<file path="src/rtl/rx_deflusher_fifo_if.sv">
// Handshake bundle for the RX de-flusher: upstream word stream in, buffered word stream out.
interface rx_deflusher_fifo_if #(
  parameter int DATA_W = 32
);
  logic [DATA_W-1:0] in_rxdata;
  logic              in_rxdata_valid;
  logic              in_rxdata_error;
  logic              in_rxdata_ready;
  logic [DATA_W-1:0] out_rxdata;
  logic              out_rxdata_valid;
  logic              out_rxdata_error;
  logic              out_rxdata_ready;

  modport master (
    output in_rxdata, in_rxdata_valid, in_rxdata_error, out_rxdata_ready,
    input  in_rxdata_ready, out_rxdata, out_rxdata_valid, out_rxdata_error
  );

  modport slave (
    input  in_rxdata, in_rxdata_valid, in_rxdata_error, out_rxdata_ready,
    output in_rxdata_ready, out_rxdata, out_rxdata_valid, out_rxdata_error
  );
endinterface

</file>
<file path="src/rtl/rx_deflusher_fifo.sv">
// Strips ESC/FLUSH control words and flags escape violations; 1-cycle latency through a DEPTH-entry FIFO.
// Input ready drops only when the FIFO is full; a pop on a full FIFO frees a slot for the next cycle.
module rx_deflusher_fifo #(
  parameter int               DATA_W     = 32,
  parameter logic [DATA_W-1:0] ESC_CODE   = 32'h7E7E7E7E,
  parameter logic [DATA_W-1:0] FLUSH_CODE = 32'h7D7D7D7D,
  parameter int               DEPTH      = 8,
  parameter int               CNT_W      = 16
) (
  input  logic                     clk,
  input  logic                     reset_n,
  input  logic                     in_enable,
  input  logic                     cnt_clr,
  rx_deflusher_fifo_if.slave       bus,
  output logic                     esc_pending,
  output logic [$clog2(DEPTH):0]   fifo_level,
  output logic [CNT_W-1:0]         stat_flush_cnt,
  output logic [CNT_W-1:0]         stat_esc_err_cnt
);

  localparam int PTR_W = $clog2(DEPTH);
  localparam int LVL_W = PTR_W + 1;

  typedef enum logic [0:0] {IDLE, ESC_SEEN} state_t;

  state_t              state_q, state_d;
  logic                pend_err_q, pend_err_d;
  logic [PTR_W-1:0]    wr_ptr_q, rd_ptr_q;
  logic [LVL_W-1:0]    level_q;
  logic [CNT_W-1:0]    flush_cnt_q, esc_err_cnt_q;
  logic [DATA_W-1:0]   mem_dat_q [DEPTH];
  logic                mem_err_q [DEPTH];

  logic                in_rdy;
  logic                acc;
  logic                pop;
  logic                push;
  logic [DATA_W-1:0]   push_dat;
  logic                push_err;
  logic                flush_inc;
  logic                esc_err_inc;
  logic                is_esc;
  logic                is_flush;

  assign in_rdy   = (level_q != LVL_W'(DEPTH));
  assign acc      = in_enable && bus.in_rxdata_valid && in_rdy;
  assign pop      = (level_q != '0) && bus.out_rxdata_ready;
  assign is_esc   = (bus.in_rxdata == ESC_CODE);
  assign is_flush = (bus.in_rxdata == FLUSH_CODE);

  always_comb begin
    state_d     = state_q;
    pend_err_d  = pend_err_q;
    push        = 1'b0;
    push_dat    = bus.in_rxdata;
    push_err    = bus.in_rxdata_error | pend_err_q;
    flush_inc   = 1'b0;
    esc_err_inc = 1'b0;
    if (acc) begin
      case (state_q)
        IDLE: begin
          if (is_esc) begin
            state_d    = ESC_SEEN;
            pend_err_d = pend_err_q | bus.in_rxdata_error;
          end else begin
            push       = 1'b1;
            pend_err_d = 1'b0;
          end
        end
        ESC_SEEN: begin
          state_d = IDLE;
          if (is_esc) begin
            push       = 1'b1;
            push_dat   = ESC_CODE;
            pend_err_d = 1'b0;
          end else if (is_flush) begin
            pend_err_d = pend_err_q | bus.in_rxdata_error;
            flush_inc  = 1'b1;
          end else begin
            // ESC followed by a plain word is a protocol violation; the word is kept but tainted.
            push        = 1'b1;
            push_err    = 1'b1;
            pend_err_d  = 1'b0;
            esc_err_inc = 1'b1;
          end
        end
        default: state_d = IDLE;
      endcase
    end
  end

  always_ff @(posedge clk or negedge reset_n) begin
    if (!reset_n) begin
      state_q       <= IDLE;
      pend_err_q    <= 1'b0;
      wr_ptr_q      <= '0;
      rd_ptr_q      <= '0;
      level_q       <= '0;
      flush_cnt_q   <= '0;
      esc_err_cnt_q <= '0;
    end else begin
      state_q    <= state_d;
      pend_err_q <= pend_err_d;
      if (push) wr_ptr_q <= wr_ptr_q + PTR_W'(1);
      if (pop)  rd_ptr_q <= rd_ptr_q + PTR_W'(1);
      case ({push, pop})
        2'b10:   level_q <= level_q + LVL_W'(1);
        2'b01:   level_q <= level_q - LVL_W'(1);
        default: level_q <= level_q;
      endcase
      // Clear wins over a same-cycle increment; counters stick at all-ones.
      if (cnt_clr)                             flush_cnt_q <= '0;
      else if (flush_inc && flush_cnt_q != '1) flush_cnt_q <= flush_cnt_q + CNT_W'(1);
      if (cnt_clr)                                 esc_err_cnt_q <= '0;
      else if (esc_err_inc && esc_err_cnt_q != '1) esc_err_cnt_q <= esc_err_cnt_q + CNT_W'(1);
    end
  end

  always_ff @(posedge clk) begin
    if (push) begin
      mem_dat_q[wr_ptr_q] <= push_dat;
      mem_err_q[wr_ptr_q] <= push_err;
    end
  end

  assign bus.in_rxdata_ready  = in_rdy;
  assign bus.out_rxdata       = mem_dat_q[rd_ptr_q];
  assign bus.out_rxdata_error = mem_err_q[rd_ptr_q];
  assign bus.out_rxdata_valid = (level_q != '0);
  assign esc_pending          = (state_q == ESC_SEEN);
  assign fifo_level           = level_q;
  assign stat_flush_cnt       = flush_cnt_q;
  assign stat_esc_err_cnt     = esc_err_cnt_q;

endmodule

</file>
<file path="src/flat_wrapper.sv">
// flat-port wrapper written by rule: the top's interface ports become plain ports
module rx_deflusher_fifo_flat 
#(
  parameter int               DATA_W     = 32,
  parameter logic [DATA_W-1:0] ESC_CODE   = 32'h7E7E7E7E,
  parameter logic [DATA_W-1:0] FLUSH_CODE = 32'h7D7D7D7D,
  parameter int               DEPTH      = 8,
  parameter int               CNT_W      = 16
)
  (clk, reset_n, in_enable, cnt_clr, esc_pending, fifo_level, stat_flush_cnt, stat_esc_err_cnt, bus_in_rxdata, bus_in_rxdata_valid, bus_in_rxdata_error, bus_out_rxdata_ready, bus_in_rxdata_ready, bus_out_rxdata, bus_out_rxdata_valid, bus_out_rxdata_error);
  rx_deflusher_fifo_if #(.DATA_W(DATA_W)) bus_i ();
  input  logic clk;
  input  logic reset_n;
  input  logic in_enable;
  input  logic cnt_clr;
  output logic esc_pending;
  output logic [$clog2(DEPTH):0] fifo_level;
  output logic [CNT_W-1:0] stat_flush_cnt;
  output logic [CNT_W-1:0] stat_esc_err_cnt;
  input wire logic [$bits(bus_i.in_rxdata)-1:0] bus_in_rxdata;
  input wire logic [$bits(bus_i.in_rxdata_valid)-1:0] bus_in_rxdata_valid;
  input wire logic [$bits(bus_i.in_rxdata_error)-1:0] bus_in_rxdata_error;
  input wire logic [$bits(bus_i.out_rxdata_ready)-1:0] bus_out_rxdata_ready;
  output wire logic [$bits(bus_i.in_rxdata_ready)-1:0] bus_in_rxdata_ready;
  output wire logic [$bits(bus_i.out_rxdata)-1:0] bus_out_rxdata;
  output wire logic [$bits(bus_i.out_rxdata_valid)-1:0] bus_out_rxdata_valid;
  output wire logic [$bits(bus_i.out_rxdata_error)-1:0] bus_out_rxdata_error;
  assign bus_i.in_rxdata = bus_in_rxdata;
  assign bus_i.in_rxdata_valid = bus_in_rxdata_valid;
  assign bus_i.in_rxdata_error = bus_in_rxdata_error;
  assign bus_i.out_rxdata_ready = bus_out_rxdata_ready;
  assign bus_in_rxdata_ready = bus_i.in_rxdata_ready;
  assign bus_out_rxdata = bus_i.out_rxdata;
  assign bus_out_rxdata_valid = bus_i.out_rxdata_valid;
  assign bus_out_rxdata_error = bus_i.out_rxdata_error;
  rx_deflusher_fifo #(.DATA_W(DATA_W), .ESC_CODE(ESC_CODE), .FLUSH_CODE(FLUSH_CODE), .DEPTH(DEPTH), .CNT_W(CNT_W)) u_core (.clk(clk), .reset_n(reset_n), .in_enable(in_enable), .cnt_clr(cnt_clr), .bus(bus_i), .esc_pending(esc_pending), .fifo_level(fifo_level), .stat_flush_cnt(stat_flush_cnt), .stat_esc_err_cnt(stat_esc_err_cnt));
endmodule
</file>
<file path="config.mk">
export PLATFORM = sky130hd
export DESIGN_NAME = rx_deflusher_fifo_flat
export DESIGN_NICKNAME = d
export VERILOG_FILES = /design/src/rtl/rx_deflusher_fifo_if.sv /design/src/rtl/rx_deflusher_fifo.sv /design/src/flat_wrapper.sv
export SDC_FILE = /design/constraint.sdc
export NUM_CORES = 1
export LEC_CHECK = 0
export BUFFER_PORTS_ARGS = -buffer_cell sky130_fd_sc_hd__buf_2
export CORE_UTILIZATION = 30
export CTS_BUF_LIST = sky130_fd_sc_hd__clkbuf_8
export DETAILED_ROUTE_END_ITERATION = 10
export PLACE_DENSITY = 0.51
export RECOVER_POWER = 50
export SLEW_MARGIN = 20
export SYNTH_ARGS = -nofsm -noshare
export SYNTH_HDL_FRONTEND = slang
export SYNTH_SLANG_ARGS = --single-unit
</file>
<file path="constraint.sdc">
create_clock -name clk -period 4.1 [get_ports clk]
set_input_delay 0.41 -clock clk [delete_from_list [all_inputs] [get_ports clk]]
set_output_delay 0.41 -clock clk [all_outputs]
set_load 0.03 [all_outputs]
</file>
==> impl_results.md, run 1 <==
- Outcome: complete, but fails checks
- Failing checks: design-rule violations, max-capacitance violations, max-slew violations
- Synth Area per Inst: 18.3 µm²
- Total wire length: 27100 µm
- Die W: 207 µm
- Most frequent cell after synthesis: edfxtp_1
- DP Area: 13900 µm²
- PostCTS Resize Cnt: 0
- Die ar.: 42800 µm²
- Worst setup path end: bus_out_rxdata[23]
- Final period util: 0.779
- Global route total overflow: 0
- Antenna-violating nets left: 0
- Final hold viol count: 0
- Worst skew pair latency: 630 ps
- Starting Density: 0.307
- Max_slew headroom: -0.203
- Start of the worst register-to-register path: u_core.fifo_level[1]
- Initial antenna violation count: 3
- Post-CTS Repair Setup Buffers: 0
- Worst Setup SP: u_core.rd_ptr_q[0]
- Placer Congestion: 0.712
- Sequential fraction of the synthesis area: 0.716
- Tot Pwr: 9.28 mW
- Initial drt markers: 415
- Max-slew violations: 32
- Post-layout net count: 860
- Mapped Area: 12600 µm²
- Post-DR vias/cell: 4.71
- Yosys top cell area share: 0.629
- Setup Crit Path Kind: flip-flop to primary output
- FF-to-FF End: u_core.fifo_level[3]
- Worst slew pin tran: 1800 ps
- CTS Hold Bufs: 1
- Leak: 4.90 nW
- Flop2flop setup slack: 950 ps
- Crit-path cells: buf_4 -> mux4_2 -> mux2_2 -> buf_2
- Area grow syn2layout: 17.2%
- Fillers: 3927
- Post-synth top area cell: edfxtp_1
- First-pass GRT wire length: 41500 µm
- Placed Cells: 1290
- Setup Viol. Count Final: 0
- Crit. End Element: primary output
- Reg clk slew, reported paths: 60 ps
- Syn. warnings: 0
- HPWL after detailed placement: 16200 µm
- CTS tree: done
- Gate Count Post-Synth: 687
- Post-synth ARST share: 0.143
- Arrival @ worst endpoint: 2790 ps
- Cell Pwr Density: 629 nW/µm²
- Clock Sinks: 308
- RSZ-0062 raised after global routing: false
- Area contributors post-synth: edfxtp_1 63%, mux4_2 12%, dfrtp_1 8.7%
- Aggregate global-route resource usage: 0.131
- Distinct cells, synth: 48
- IO Pins: 111
- Max incr delay on CP: 740 ps
- Data required, critical path: 3690 ps
- Synth Register Bits: 308
- Core area: 41100 µm²
- Critical Path Start Type: flip-flop
- Commonest cells in the netlist: 264 x edfxtp_1, 66 x mux4_2, 48 x clkbuf_1, 44 x dfrtp_1, 39 x nor2_1
- Ratio of cells with drive above 1 in the final layout: 0.305
- TNS Setup: 0 ps
- Avg WL per Cell: 19.5 µm
- Non-Filler Instances: 1385
- Max-cap viol count: 1
- Worst hold path class: input port to flip-flop
- Design area: 14800 µm²
- Worst R2R Path Depth: 13
- Remaining DRCs: 12
- H-tree levels: 2
- Via count: 6523
- Net count after synthesis: 734
- Main synth FF type: edfxtp_1
- Core Rows: 74
- Die height: 207 µm
- EDFF count, synth: 264
- I/O Buffers: 110
- Max Clk Rate: 0.313 GHz
- Drt first pass iters: 10
- Layout Skew: 38.3 ps
- Final Critical Period: 3200 ps
- Slowest-stage cell, CP: dfrtp_4
- Clk buf depth: 3
- Vias in the first global route: 6816
- Peak supply drop: 0.000251 V
- Clk root buf: clkbuf_8
- Pin count of the biggest net entering global routing: 42
- Worst Path Max Fanout: 22
- CTS buffer count: 52
routing by layer:
metal | track usage | routed length (µm) | up-vias | share of wire
met4 | 0.0480 | 541 | 2 | 0.020
met3 | 0.0290 | 1460 | 41 | 0.054
li1 | - | - | 2944 | -
met5 | 0 | 13 | - | 0.00048
met2 | 0.201 | 12700 | 164 | 0.47
met1 | 0.181 | 12400 | 3372 | 0.46
layout make-up:
class | count | area, µm² | share of cell area
sequential | 308 | 9030 | 0.612
multi-input combinational | 309 | 3370 | 0.228
antenna | 3 | 7.51 | 0.000508
timing repair buffer | 133 | 681 | 0.0461
tap | 532 | 666 | 0.0451
clock buffer | 56 | 771 | 0.0522
inverter | 9 | 33.8 | 0.00229
clock inverter | 35 | 204 | 0.0138
where the power goes:
group          switching, mW  internal (mW)  leakage [nW]  total [mW]
logic                   1.56           1.20          1.38        2.76
registers              0.280           3.66          2.97        3.94
clock network           1.25           1.34         0.549        2.59
layout by cell type, fill, tap and decap left out, types with 3 or more instances in the layout:
| cell | Yosys | layout |
|---|---|---|
| inv_1 | 9 | 19 |
| xnor2_1 | 21 | 21 |
| nand4b_1 | 3 | 3 |
| buf_4 | 1 | 16 |
| nor3_4 | 0 | 4 |
| a21oi_1 | 10 | 11 |
| nor2_1 | 39 | 37 |
| nand4_1 | 10 | 10 |
| diode_2 | 0 | 3 |
| and4_1 | 4 | 4 |
| clkbuf_8 | 0 | 56 |
| buf_2 | 8 | 40 |
| xor2_1 | 8 | 8 |
| nor3b_1 | 7 | 5 |
| nor4_2 | 3 | 3 |
| dfrtp_1 | 44 | 41 |
| mux4_2 | 66 | 66 |
| edfxtp_1 | 264 | 264 |
| clkbuf_1 | 48 | 72 |
| and3_1 | 3 | 3 |
| nor3_1 | 9 | 5 |
| mux2_2 | 37 | 37 |
| buf_12 | 0 | 4 |
| ha_1 | 7 | 7 |
| nand2b_1 | 4 | 4 |
| or3_1 | 3 | 3 |
| clkinv_2 | 0 | 11 |
| clkinv_1 | 0 | 10 |
| nand3_1 | 18 | 18 |
| nand2_1 | 25 | 25 |
| o21ai_0 | 5 | 5 |
state kept, by name (all words and copies together), names as in the netlist:
signal and count:
u_core.wr_ptr_q 3, u_core.stat_esc_err_cnt 16, u_core.rd_ptr_q 3, u_core.esc_pending 1
u_core.pend_err_q 1, u_core.mem_dat_q 256, u_core.fifo_level 4, u_core.mem_err_q 8
u_core.stat_flush_cnt 16
through the flow:
stage          worst slack [ps]  hold slack [ps]  utilization
2_1_floorplan               585              114            -
6_report                    905             93.8        0.359
3_5_place_dp                892              330        0.337
4_1_cts                     757             12.2        0.361
5_1_grt                     545             67.4        0.359
3_3_place_gp                943              331        0.337
worst min path at each step:
stage | startpoint | to | slack [ps] | cells past startpoint
after detailed placement | reset_n | u_core.stat_flush_cnt[8] | 330 | 1
after floorplan | reset_n | u_core.esc_pending | 110 | 0
after global placement | reset_n | u_core.stat_flush_cnt[9] | 330 | 1
after CTS | bus_in_rxdata[7] | u_core.mem_dat_q[6][7] | 10 | 1
after global routing | bus_in_rxdata_error | u_core.pend_err_q | 70 | 3
final | bus_in_rxdata_error | u_core.pend_err_q | 90 | 3
critical path, delay by kind of cell, from the launching register on:
kind	cells	cell delay, ps
buf+inv	2	580
flops	1	740
mux	2	860
logic make-up (layout without fill, tap and decap cells):
logic type	count (synthesis)	in the layout	synth area share
AO/OA/AOI/OAI	24	24	0.0119
XOR/XNOR	29	29	0.0202
adder cells (fa/ha/maj)	8	8	0.00854
buffers and inverters	70	233	0.0225
flip-flops	308	308	0.716
multiplexers	104	104	0.152
other	0	3	0
AND/OR/NAND/NOR	144	144	0.0687
Power figures use the tool's default switching activity.
==> run 2, diff against run 1 <==
--- a/config.mk
+++ b/config.mk
@@ -9,7 +9,7 @@
 export CORE_UTILIZATION = 30
 export CTS_BUF_LIST = sky130_fd_sc_hd__clkbuf_8
 export DETAILED_ROUTE_END_ITERATION = 10
-export PLACE_DENSITY = 0.51
+export PLACE_DENSITY = 0.5
 export RECOVER_POWER = 50
 export SLEW_MARGIN = 20
 export SYNTH_ARGS = -nofsm -noshare
==> constraint.sdc (replaced) <==
create_clock -name clk -period 3 [get_ports clk]
set_input_delay 0.3 -clock clk [delete_from_list [all_inputs] [get_ports clk]]
set_output_delay 0.3 -clock clk [all_outputs]
set_load 0.03 [all_outputs]
==> impl_results.md, run 2 (synthesis results as in run 1) <==
- Max-slew violations: 30
- Flop2flop setup slack: 300 ps
- Clk buf depth: 3
- Worst Hold End: u_core.rd_ptr_q[0]
- Worst slew pin tran: 1750 ps
- I/O Buffers: 110
- Tot Pwr: 12.8 mW
- Final period util: 0.925
- Drt first pass iters: 6
- Most frequent cells in the layout: 264 x edfxtp_1, 72 x clkbuf_1, 66 x mux4_2
- Starting Density: 0.307
- Crit-path cells: dlygate4sd3_1 -> clkbuf_1 -> or4bb_1 -> nor2_1 -> mux2_2 -> a21oi_2 -> nand2b_1 -> nor2_4 -> buf_4
- PostCTS Resize Cnt: 0
- Fillers: 3932
- Commonest non-fill, non-tap cell in the layout: edfxtp_1
- Failing checks: max-capacitance violations, max-slew violations
- RSZ-0062 raised after global routing: false
- Vias in the first global route: 7152
- CTS tree: done
- Core area: 41100 µm²
- Worst hold path class: input port to flip-flop
- Start of the worst register-to-register path: u_core.fifo_level[2]
- Outcome: complete, but fails checks
- Aggregate global-route resource usage: 0.137
- Final Critical Period: 2770 ps
- Post-Route Utilization: 0.370
- Diode count: 0
- Die ar.: 42800 µm²
- Post-DR vias/cell: 4.67
- Global route total overflow: 0
- Layout Skew: 45.0 ps
- Area grow syn2layout: 20.8%
- IO Pins: 111
- Setup Viol. Count Final: 0
- Initial antenna violation count: 0
- Reg clk slew, reported paths: 60 ps
- Total wire length: 28600 µm
- Family with the most delay on the worst path: buffers and inverters
- H-tree levels: 2
- Final hold viol count: 0
- Clk root buf: clkbuf_8
- Worst Path Max Fanout: 20
- Placer Congestion: 0.753
- First-pass GRT wire length: 43200 µm
- Post-layout net count: 909
- HPWL after detailed placement: 17200 µm
- FF-to-FF End: u_core.fifo_level[3]
- Data required, critical path: 3280 ps
- Ratio of cells with drive above 1 in the final layout: 0.312
- Max incr delay on CP: 670 ps
- Pin count of the biggest net entering global routing: 51
- Worst hold start: bus_out_rxdata_ready
- Max-cap viol count: 1
- Max Clk Rate: 0.361 GHz
- Core Rows: 74
- Critical Path Start Type: input port
- Hold Crit Depth: 3
- Avg WL per Cell: 19.9 µm
- Initial drt markers: 230
- Remaining DRCs: 0
- Hold slack: 81.3 ps
- Max_slew headroom: -0.166
- Arrival @ worst endpoint: 3060 ps
- Slowest-stage cell, CP: nor2_4
- Most flops, register: u_core.mem_dat_q
- Leak: 5.15 nW
- Worst R2R Path Depth: 12
- Max reg flops: 256
- Worst skew pair latency: 620 ps
- Peak supply drop: 0.000361 V
- Via count: 6698
- Crit. End Element: flip-flop
- CTS buffer count: 53
- Cell Pwr Density: 843 nW/µm²
- WP buf/inv: 3
- Setup Crit Path Kind: input port to flip-flop
- Die W: 207 µm
- Clock Sinks: 308
- Antenna-violating nets left: 0
- Die height: 207 µm
## run 2: power by group
part	internal (mW)	switching, mW	leakage, nW
Sequential	5.01	0.249	2.97
Clock	1.71	1.70	0.564
Combinational	1.82	2.34	1.61
Total	8.54	4.29	5.15
## run 2: worst reg2reg max path, delay by kind of cell (launching register included)
family	cells	cell delay [ps]
AO/OA/AOI/OAI	3	440
XOR/XNOR	2	280
adder cells (fa/ha/maj)	2	440
buffers and inverters	1	90
flip-flops	1	370
AND/OR/NAND/NOR	4	970
## run 2: layout make-up
| class | count | area, µm² | share of cell area |
|---|---|---|---|
| multi-input combinational | 309 | 3380 | 0.222 |
| timing repair buffer | 181 | 1170 | 0.0766 |
| inverter | 9 | 33.8 | 0.00222 |
| clock inverter | 41 | 195 | 0.0128 |
| clock buffer | 55 | 757 | 0.0497 |
| sequential | 308 | 9030 | 0.593 |
| tap | 532 | 666 | 0.0437 |
## run 2: repair_timing
action	in CTS	in global routing
setup buffers	2	0
endpoints found under the setup margin	10	0
hold buffers	27	0
hold endpoints to repair	216	0
## run 2: worst max-delay path by stage
stage | startpoint | endpoint | slack, ps | cells after the start
floorplan | u_core.fifo_level[0] | u_core.mem_dat_q[5][0] | -330 | 6
global placement | bus_in_rxdata[0] | u_core.fifo_level[3] | 180 | 13
detailed placement | bus_in_rxdata[0] | u_core.fifo_level[3] | 130 | 13
CTS | u_core.rd_ptr_q[0] | bus_out_rxdata[2] | 190 | 4
global route | bus_in_rxdata[24] | u_core.fifo_level[3] | 50 | 14
finish | bus_in_rxdata[24] | u_core.mem_dat_q[6][30] | 230 | 9
## run 2: layer usage
metal / share of wire / global-route usage / up-vias
met3: 0.043 / 0.0273 / 43
met5: 0 / 0 / -
met4: 0.020 / 0.0456 / 0
met1: 0.44 / 0.175 / 3463
met2: 0.49 / 0.230 / 154
li1: - / - / 3038
## run 2: stage by stage
step	setup TNS (ps)	cell area [µm²]	setup slack (ps)	instances
2_1_floorplan	-47240	12600	-335	687
3_3_place_gp	0	14100	181	1310
3_5_place_dp	0	14100	135	1310
4_1_cts	0	15400	192	1435
5_1_grt	0	15200	49.9	1435
6_report	0	15200	226	1435
==> run 3, diff against run 2 <==
--- a/config.mk
+++ b/config.mk
@@ -9,6 +9,7 @@
 export CORE_UTILIZATION = 30
 export CTS_BUF_LIST = sky130_fd_sc_hd__clkbuf_8
 export DETAILED_ROUTE_END_ITERATION = 10
+export MAX_ROUTING_LAYER = met4
 export PLACE_DENSITY = 0.5
 export RECOVER_POWER = 50
 export SLEW_MARGIN = 20
==> impl_results.md, run 3 (synthesis results as in run 1) <==
- Outcome: complete, but fails checks
- Failing checks: max-capacitance violations, max-slew violations
- Worst slew pin tran: 1720 ps
- Via count: 6674
- Critical Path Start Type: input port
- TNS Setup: 0 ps
- Post-DR vias/cell: 4.65
- Layout Skew: 42.4 ps
- Leak: 5.15 nW
- Initial drt markers: 244
- Placer Congestion: 0.763
- Most flops, register: u_core.mem_dat_q
- Diode count: 0
- Aggregate global-route resource usage: 0.141
- Flop2flop setup slack: 350 ps
- Post-Route Utilization: 0.370
- Total wire length: 28600 µm
- Pin count of the biggest net entering global routing: 51
- CTS buffer count: 53
- I/O Buffers: 110
- Commonest non-fill, non-tap cell in the layout: edfxtp_1
- Clk buf depth: 3
- Clock Sinks: 308
- Crit. End Element: flip-flop
- Die height: 207 µm
- HPWL after detailed placement: 17200 µm
- Non-Filler Instances: 1435
- Arrival @ worst endpoint: 3070 ps
- Antenna-violating nets left: 0
- Worst Path Max Fanout: 20
- Start of the worst register-to-register path: u_core.fifo_level[2]
- Remaining DRCs: 0
- RSZ-0062 raised after global routing: false
- Die ar.: 42800 µm²
- Core area: 41100 µm²
- CTS tree: done
- Worst hold start: bus_out_rxdata_ready
- Max Clk Rate: 0.359 GHz
- Max-slew violations: 30
- Worst Hold End: u_core.rd_ptr_q[0]
- Ratio of cells with drive above 1 in the final layout: 0.312
- Vias in the first global route: 7150
- Avg WL per Cell: 19.9 µm
- Core Rows: 74
- H-tree levels: 2
- Design area: 15200 µm²
- Max reg flops: 256
- Cell Pwr Density: 843 nW/µm²
- First-pass GRT wire length: 43200 µm
- Drt first pass iters: 6
- Reg clk slew, reported paths: 60 ps
- Clk root buf: clkbuf_8
- Worst R2R Path Depth: 12
- Fillers: 3932
- Data required, critical path: 3280 ps
- Max_slew headroom: -0.144
- FF-to-FF End: u_core.fifo_level[3]
- Final period util: 0.928
- Area grow syn2layout: 20.8%
- Final Critical Period: 2780 ps
- Worst hold path class: input port to flip-flop
- Initial antenna violation count: 0
- Final hold viol count: 0
- Most frequent cells in the layout: 264 x edfxtp_1, 72 x clkbuf_1, 66 x mux4_2
- Setup Viol. Count Final: 0
- Die W: 207 µm
- Post-layout net count: 909
- Setup Crit Path Kind: input port to flip-flop
- Global route total overflow: 0
- Worst skew pair latency: 620 ps
- Peak supply drop: 0.000363 V
- Max-cap viol count: 1
- Hold Crit Depth: 3
- DP Area: 14100 µm²
- Starting Density: 0.307
- Placed Cells: 1310
- IO Pins: 111
-- run 3: worst max path at each step --
| stage | startpoint | endpoint | slack [ps] | cells past startpoint |
|---|---|---|---|---|
| global placement | bus_in_rxdata[0] | u_core.fifo_level[3] | 180 | 13 |
| detailed placement | bus_in_rxdata[0] | u_core.fifo_level[3] | 130 | 13 |
| CTS | u_core.rd_ptr_q[0] | bus_out_rxdata[2] | 190 | 4 |
| floorplan | u_core.fifo_level[0] | u_core.mem_dat_q[5][0] | -330 | 6 |
| global route | bus_in_rxdata[24] | u_core.fifo_level[3] | 50 | 14 |
| finish | bus_in_rxdata[24] | u_core.mem_dat_q[6][30] | 220 | 9 |
-- run 3: per-layer routing --
metal | vias up | wire, µm | GRT usage
li1 | 3042 | - | -
met1 | 3425 | 12500 | 0.175
met2 | 162 | 14100 | 0.231
met3 | 45 | 1420 | 0.0272
met4 | 0 | 574 | 0.0456
met5 | - | 0 | -
-- run 3: area by class of cell --
| class | instances | area (µm²) | area share |
|---|---|---|---|
| well taps | 532 | 666 | 0.0437 |
| clock buffers | 55 | 757 | 0.0497 |
| repair buffers | 181 | 1170 | 0.0766 |
| multi-input cells | 309 | 3380 | 0.222 |
| inverters | 9 | 33.8 | 0.00222 |
| clock inverters | 41 | 195 | 0.0128 |
| flip-flops and latches | 308 | 9030 | 0.593 |
-- run 3: timing repair --
| item | 4_1_cts | 5_1_grt |
|---|---|---|
| hold endpoints to repair | 216 | 0 |
| hold buffers | 27 | 0 |
| gates resized for setup | 0 | 0 |
| endpoints found under the setup margin | 10 | 0 |
| buffers inserted | 2 | 0 |
-- run 3: stage by stage --
step / setup slack [ps] / power (mW) / hold slack [ps]
final: 217 / 12.8 / 83.3
after global routing: 49.9 / 13.5 / 55.4
after detailed placement: 135 / 9.58 / 402
after CTS: 192 / 13.1 / 1.63
after global placement: 181 / 9.56 / 410
after floorplan: -335 / 8.19 / 4.41
-- run 3: power breakdown --
part / internal, mW / switching, mW
logic: 1.82 / 2.34
registers: 5.01 / 0.249
clock network: 1.71 / 1.70
total: 8.54 / 4.29
-- run 3: critical path, cell delays in order --
cell and delay [ps]:
dlygate4sd3_1 520, clkbuf_1 360, or4bb_1 190, nor2_1 60, mux2_2 280, a21oi_2 210, nand2b_1 140, nor2_4 670
buf_4 330
